===== config.mk =====
export PLATFORM = sky130hd
export DESIGN_NAME = mig_tt_engine
export DESIGN_NICKNAME = d
export VERILOG_FILES = /design/src/rtl/mig_tt_engine_pkg.sv /design/src/rtl/mig_tt_engine_maj_lane.sv /design/src/rtl/mig_tt_engine.sv
export SDC_FILE = /design/constraint.sdc
export NUM_CORES = 1
export LEC_CHECK = 0
export BUFFER_PORTS_ARGS = -buffer_cell sky130_fd_sc_hd__buf_2
export CAP_MARGIN = 15
export CORE_MARGIN = 1
export CORE_UTILIZATION = 55
export CTS_BUF_LIST = sky130_fd_sc_hd__clkbuf_8
export CTS_CLUSTER_SIZE = 12
export DETAILED_ROUTE_END_ITERATION = 10
export PLACE_DENSITY = 0.69
export SETUP_SLACK_MARGIN = 0.1
export SLEW_MARGIN = 20
export SYNTH_ARGS = -nofsm -noshare
export SYNTH_HDL_FRONTEND = slang
export SYNTH_SLANG_ARGS = --single-unit

===== constraint.sdc =====
create_clock -name clk -period 8.4 [get_ports clk]
set_input_delay 0.42 -clock clk [delete_from_list [all_inputs] [get_ports clk]]
set_output_delay 0.42 -clock clk [all_outputs]
set_load 0.02 [all_outputs]

===== src/rtl/mig_tt_engine_pkg.sv =====
// Shared types and helpers for the MIG truth-table engine: operand encoding,
// controller states, projection words and derived-width functions.
package mig_tt_pkg;

    localparam int unsigned MAX_NUM_IN = 6;
    localparam int unsigned MAX_TT_W   = 64;
    localparam int unsigned MAX_IDX_W  = 6;

    typedef struct packed {
        logic                 neg;
        logic [MAX_IDX_W-1:0] idx;
    } operand_t;

    typedef enum logic [1:0] {
        IDLE = 2'd0,
        EVAL = 2'd1,
        FIN  = 2'd2
    } state_t;

    function automatic int unsigned idx_width(input int unsigned num_in, input int unsigned max_gates);
        return $clog2(1 + num_in + max_gates);
    endfunction

    function automatic int unsigned gi_width(input int unsigned max_gates);
        return (max_gates > 1) ? $clog2(max_gates) : 1;
    endfunction

    // Bit m of input xi is bit i of the minterm index m.
    function automatic logic [MAX_TT_W-1:0] proj_tt(input int unsigned i);
        logic [MAX_TT_W-1:0] w;
        w = '0;
        for (int unsigned m = 0; m < MAX_TT_W; m++) begin
            w[m] = m[i];
        end
        return w;
    endfunction

endpackage


===== src/rtl/mig_tt_engine_maj_lane.sv =====
// Bit-parallel majority lane: each operand word is optionally inverted,
// then every bit position takes the majority of the three.
module mig_maj_lane #(
    parameter int unsigned TT_W = 16
) (
    input  logic [TT_W-1:0] a,
    input  logic [TT_W-1:0] b,
    input  logic [TT_W-1:0] c,
    input  logic            neg_a,
    input  logic            neg_b,
    input  logic            neg_c,
    output logic [TT_W-1:0] y
);

    logic [TT_W-1:0] va;
    logic [TT_W-1:0] vb;
    logic [TT_W-1:0] vc;

    always_comb begin
        va = a ^ {TT_W{neg_a}};
        vb = b ^ {TT_W{neg_b}};
        vc = c ^ {TT_W{neg_c}};
        y  = (va & vb) | (va & vc) | (vb & vc);
    end

endmodule


===== src/rtl/mig_tt_engine.sv =====
// Sequential MIG evaluator: one majority gate per cycle over full truth-table words.
// Optional self-check ports (expect_tt, match) exist only when MIG_TT_CHECK_EN is defined.
module mig_tt_engine
    import mig_tt_pkg::*;
#(
    parameter  int unsigned NUM_IN    = 4,
    parameter  int unsigned MAX_GATES = 8,
    localparam int unsigned TT_W      = 1 << NUM_IN,
    localparam int unsigned IDX_W     = idx_width(NUM_IN, MAX_GATES),
    localparam int unsigned OP_W      = IDX_W + 1,
    localparam int unsigned GI_W      = gi_width(MAX_GATES)
) (
    input  logic              clk,
    input  logic              rst,
    input  logic              prog_valid,
    output logic              prog_ready,
    input  logic [GI_W-1:0]   prog_idx,
    input  logic [3*OP_W-1:0] prog_gate,
    input  logic [GI_W:0]     num_gates,
    input  logic [OP_W-1:0]   out_sel,
    input  logic              start,
    output logic              busy,
    output logic              done,
    output logic [TT_W-1:0]   tt,
    output logic              err
`ifdef MIG_TT_CHECK_EN
    ,
    input  logic [TT_W-1:0]   expect_tt,
    output logic              match
`endif
);

    state_t            state;
    logic [GI_W-1:0]   g_cnt;
    logic [GI_W:0]     n_reg;
    logic [OP_W-1:0]   sel_reg;
    logic [3*OP_W-1:0] prog_mem [MAX_GATES];
    logic [TT_W-1:0]   node_w   [MAX_GATES];

    logic [3*OP_W-1:0] cur_gate;
    operand_t          op_a, op_b, op_c, sel_op;
    logic [TT_W-1:0]   w_a, w_b, w_c, sel_w, maj_y, fin_tt;
    logic              bad_a, bad_b, bad_c, gate_bad, sel_bad;

`ifdef MIG_TT_CHECK_EN
    logic [TT_W-1:0]   exp_reg;
`endif

    function automatic operand_t to_operand(input logic [OP_W-1:0] raw);
        operand_t o;
        o.neg = raw[OP_W-1];
        o.idx = MAX_IDX_W'(raw[IDX_W-1:0]);
        return o;
    endfunction

    // Gates at or beyond 'limit' are not yet valid for this reader: they read as 0 and flag an error.
    function automatic logic [TT_W-1:0] fetch(input operand_t op, input int unsigned limit,
                                              output logic bad);
        logic [TT_W-1:0] w;
        int unsigned     idx;
        int unsigned     j;
        idx = 32'(op.idx);
        bad = 1'b0;
        w   = '0;
        if (idx >= 1 && idx <= NUM_IN) begin
            w = TT_W'(proj_tt(idx - 1));
        end else if (idx > NUM_IN) begin
            j = idx - NUM_IN - 1;
            if (j < limit) begin
                w = node_w[GI_W'(j)];
            end else begin
                bad = 1'b1;
            end
        end
        return w;
    endfunction

    always_comb begin
        cur_gate = prog_mem[g_cnt];
        op_a     = to_operand(cur_gate[OP_W-1:0]);
        op_b     = to_operand(cur_gate[2*OP_W-1:OP_W]);
        op_c     = to_operand(cur_gate[3*OP_W-1:2*OP_W]);
        w_a      = fetch(op_a, 32'(g_cnt), bad_a);
        w_b      = fetch(op_b, 32'(g_cnt), bad_b);
        w_c      = fetch(op_c, 32'(g_cnt), bad_c);
        gate_bad = bad_a | bad_b | bad_c;
        sel_op   = to_operand(sel_reg);
        sel_w    = fetch(sel_op, 32'(n_reg), sel_bad);
        fin_tt   = sel_w ^ {TT_W{sel_op.neg}};
    end

    mig_maj_lane #(
        .TT_W (TT_W)
    ) u_lane (
        .a     (w_a),
        .b     (w_b),
        .c     (w_c),
        .neg_a (op_a.neg),
        .neg_b (op_b.neg),
        .neg_c (op_c.neg),
        .y     (maj_y)
    );

    assign prog_ready = (state == IDLE);
    assign busy       = (state == EVAL) || (state == FIN);

    always_ff @(posedge clk) begin
        if (rst) begin
            state   <= IDLE;
            g_cnt   <= '0;
            n_reg   <= '0;
            sel_reg <= '0;
            done    <= 1'b0;
            tt      <= '0;
            err     <= 1'b0;
            for (int unsigned i = 0; i < MAX_GATES; i++) begin
                prog_mem[i] <= '0;
                node_w[i]   <= '0;
            end
`ifdef MIG_TT_CHECK_EN
            exp_reg <= '0;
            match   <= 1'b0;
`endif
        end else begin
            done <= 1'b0;
            // The write lands at the same edge start is taken, so gate 0 already sees it.
            if (prog_valid && state == IDLE && 32'(prog_idx) < MAX_GATES) begin
                prog_mem[prog_idx] <= prog_gate;
            end
            case (state)
                IDLE: begin
                    if (start) begin
                        sel_reg <= out_sel;
                        g_cnt   <= '0;
                        if (32'(num_gates) > MAX_GATES) begin
                            n_reg <= (GI_W+1)'(MAX_GATES);
                            err   <= 1'b1;
                        end else begin
                            n_reg <= num_gates;
                            err   <= 1'b0;
                        end
                        state <= (num_gates == '0) ? FIN : EVAL;
`ifdef MIG_TT_CHECK_EN
                        exp_reg <= expect_tt;
`endif
                    end
                end
                EVAL: begin
                    node_w[g_cnt] <= maj_y;
                    if (gate_bad) begin
                        err <= 1'b1;
                    end
                    if (32'(g_cnt) + 1 >= 32'(n_reg)) begin
                        state <= FIN;
                    end else begin
                        g_cnt <= g_cnt + GI_W'(1);
                    end
                end
                FIN: begin
                    tt    <= fin_tt;
                    err   <= err | sel_bad;
                    done  <= 1'b1;
                    state <= IDLE;
`ifdef MIG_TT_CHECK_EN
                    match <= (fin_tt == exp_reg) && !(err | sel_bad);
`endif
                end
                default: state <= IDLE;
            endcase
        end
    end

endmodule


==> impl_metrics.ini <==
[pwr]
p_per_area_mw_per_mm2 = 192
cell_internal_power_mw = 2.59
power.net_switching_mw = 1.20
p_clk_frac = 0.307
vdd.ir_drop.worst_v = 0.000115
power.leakage_nw = 7.26
part_of_the_power_in_combinational_logic = 0.261
switching_share = 0.317
pwr-share-seq = 0.432

[critical_path]
worst_ep_required_time_ns = 8.69
regToRegEndpoint = node_w[4][5]
setup.worst_path.start_class = flip-flop
timing_worst_setup_path_type = flip-flop to flip-flop
worstRegToRegCells = 16
reg2reg_setup_slack_ns = 1.83
critical_path_peak_fanout = 42
worstSetupEndpointType = flip-flop
cp_data_arrival_time_ns = 6.86

[placed_design]
numPlacedInstances = 1924
port_buffers = 50
dpl-instance-area_mm2 = 0.0189
placer_congestion = 0.977
detailed_place_hpwl_mm = 32.4

[synth]
synth-edff-count = 248
ys_types = 72
synth_area_per_cell_um2 = 12.2
post_synthesis_net_count = 1583
commonest_register_cell_after_synthesis = edfxtp_1
synth_warnings = 0
post_synth_instance_area_mm2 = 0.0181
synth-seq-cells = 283
post_synth_inst_count = 1482
synth_async_sr_flop_share = 0
seq_area_frac_synth = 0.449

[hold_path]
worst_hold_path.num_cells = 3
hold-path-endpoint = sel_reg[4]
hold_path.class = input pin to flip-flop
hold_path.startpoint = out_sel[4]

[drt]
route.antenna.remaining_nets = 0
routedWlPerCell_um = 25.6
route.vias.total = 12977
drt_drc_violations_left = 0
drtIter0Drc = 1566
routed_wl_mm = 51.4
routed_via_density = 6.47
router_iterations_before_antenna_repair = 5

[global_routing]
wire_length_of_the_first_global_routing_pass_mm = 77.5
grt.overflow.total = 0
pin_count_of_the_biggest_net_entering_global_routing = 53
number_of_antenna_violations_at_the_first_check_in_global_routing = 0
global_route.usage.total = 0.311
vias_in_the_first_global_route = 12669

[clock_tree]
htreeDepth = 2
tritoncts.num_buffers = 47
clkSinkCount = 283
cts_setup_buffers = 0
cts_root_buffer = clkbuf_8
clock_path_buffers = 3
post_cts_hold_buffer_count = 0
worst_skew_pair.late_latency_ns = 0.59
cts_resized = 0
clock_tree_from_tritoncts = done
clkSlewWorstSetupHoldPaths_ns = 0.06

[cells_and_area]
final_standard_cell_count_with_taps_included_and_fillers_excluded = 2006
final_nets = 1632
areaGrowthSynthToFinish_pct = 8.92
largestRegisters = node_w: 128 flops, prog_mem: 120 flops, tt: 16 flops
largest_register = node_w
diodes = 0
largest_register_ff_count = 128
final_cell_area_mm2 = 0.0197
drive_above_1_share = 0.217

[job]
maxCapViolCount = 0

[floorplanning]
floorplan.io_pins = 51
die_h_um = 184
core.rowCount = 66
design.core.area_mm2 = 0.0325
start_util = 0.559
die_w_um = 184
dieArea_mm2 = 0.0337

[outcome]
outcome = finished clean

[sta]
min_period_over_period = 0.783
max_slew.worst_pin.slew_ns = 1.08
rsz_0062_raised_after_global_routing = no
hold_slack_ns = 0.0768
timing.final.crit_period_ns = 6.57
max_slew_violation_count = 0
fmaxAchievable_mhz = 152
max_transition_margin = 0.278
fin_setup_tns_ns = 0
finClkSkew_ns = 0.0336
setup-violations-final = 0
final_hold_viol_count = 0
routing by layer:
metal | track usage | vias up | wire length (um)
li1 | - | 5659 | -
met1 | 0.427 | 6438 | 20400
met2 | 0.484 | 736 | 23700
met3 | 0.0721 | 142 | 5580
met4 | 0.111 | 2 | 1640
met5 | 0.0207 | - | 93
cell usage after synthesis (5+ instances only):
master | n | share of area
a22oi_1 | 17 | 0.0070
nor3_1 | 8 | 0.0022
buf_1 | 5 | 0.0010
xor2_1 | 59 | 0.028
buf_2 | 19 | 0.0052
edfxtp_1 | 248 | 0.41
o21ai_0 | 40 | 0.011
nor2_1 | 163 | 0.034
mux4_2 | 140 | 0.17
or2_2 | 10 | 0.0035
mux2i_1 | 95 | 0.052
clkbuf_1 | 61 | 0.013
nand3_1 | 26 | 0.0072
a21oi_1 | 37 | 0.010
a211oi_1 | 13 | 0.0054
inv_1 | 50 | 0.010
nand4_1 | 8 | 0.0028
dfxtp_1 | 35 | 0.039
maj3_2 | 14 | 0.0087
nor2b_1 | 12 | 0.0041
ha_1 | 68 | 0.047
or3_1 | 6 | 0.0021
o22ai_1 | 24 | 0.0083
nand2_1 | 85 | 0.018
and2_1 | 127 | 0.044
nand2b_1 | 17 | 0.0059
a221oi_1 | 5 | 0.0024
final cells by class:
cell class	count	area, um2
flip-flops and latches	283	8150
inverters	52	195
fillers	2596	12700
clock inverters	29	156
well taps	442	553
repair buffers	93	573
clock buffers	53	729
multi-input cells	1054	9390
cells in the final DEF, fill, tap and decap left out, types with 5 or more instances in the layout:
cell / count
or3_1: 6
and2_1: 127
buf_2: 50
o22ai_1: 24
nand4_1: 8
clkinv_1: 9
nand3_1: 26
nor3_1: 8
a21oi_1: 37
dfxtp_1: 33
buf_4: 43
maj3_2: 14
a211oi_1: 13
mux4_2: 140
nor2_1: 163
nand2_1: 85
mux2i_1: 92
nor2b_1: 12
nand2b_1: 15
edfxtp_1: 248
o21ai_0: 40
a22oi_1: 17
clkbuf_8: 53
xor2_1: 59
inv_1: 61
ha_1: 68
a221oi_1: 5
or2_2: 10
cell families after synthesis:
family | after synthesis | synth area share
DFF | 283 | 0.449
and+or+nand+nor | 489 | 0.134
buffers and inverters | 145 | 0.0338
muxes | 240 | 0.229
xor gates and xnor gates | 63 | 0.0304
AOI/OAI and AO/OA | 177 | 0.0644
adders and majority gates | 85 | 0.0584
power groups by stage:
stage	Clock (mW)	Sequential (mW)	Combinational, mW
after floorplan	0	1.65	0.699
after global placement	0	1.66	0.957
after detailed placement	0	1.67	0.970
after CTS	1.18	1.64	0.976
after global routing	1.24	1.64	1.06
final	1.17	1.64	0.990
worst max-delay path, stage by stage, from the launching register on:
cell and delay [ns]:
dfxtp_2 1.01, mux2i_1 0.17, a22oi_1 0.38, nand2_1 0.30, inv_2 0.12, buf_4 0.62, nor3_1 0.20, fa_1 0.42
nor4b_1 0.34, nand3_1 0.20, or3b_2 0.47, o221ai_1 0.23, nand4_1 0.73, o21ai_0 0.48, xor2_1 0.23, maj3_2 0.31
nor2_1 0.06
metrics by stage:
stage,worst slack [ns],util,total power [mW]
after floorplan,3.20,-,2.35
after global routing,1.38,0.609,3.94
final,1.83,0.609,3.80
after detailed placement,1.98,0.581,2.64
after CTS,1.91,0.608,3.79
after global placement,2.12,0.581,2.62
worst max-delay path by stage:
stage / cells past startpoint / startpoint / to
after global routing: 16 / flip-flop / node_w[4][0]
after detailed placement: 16 / flip-flop / node_w[4][6]
after CTS: 16 / flip-flop / node_w[4][6]
final: 16 / flip-flop / node_w[4][5]
after global placement: 16 / flip-flop / node_w[4][8]
after floorplan: 20 / flip-flop / node_w[0][12]
(Power assumes the default switching activity.)
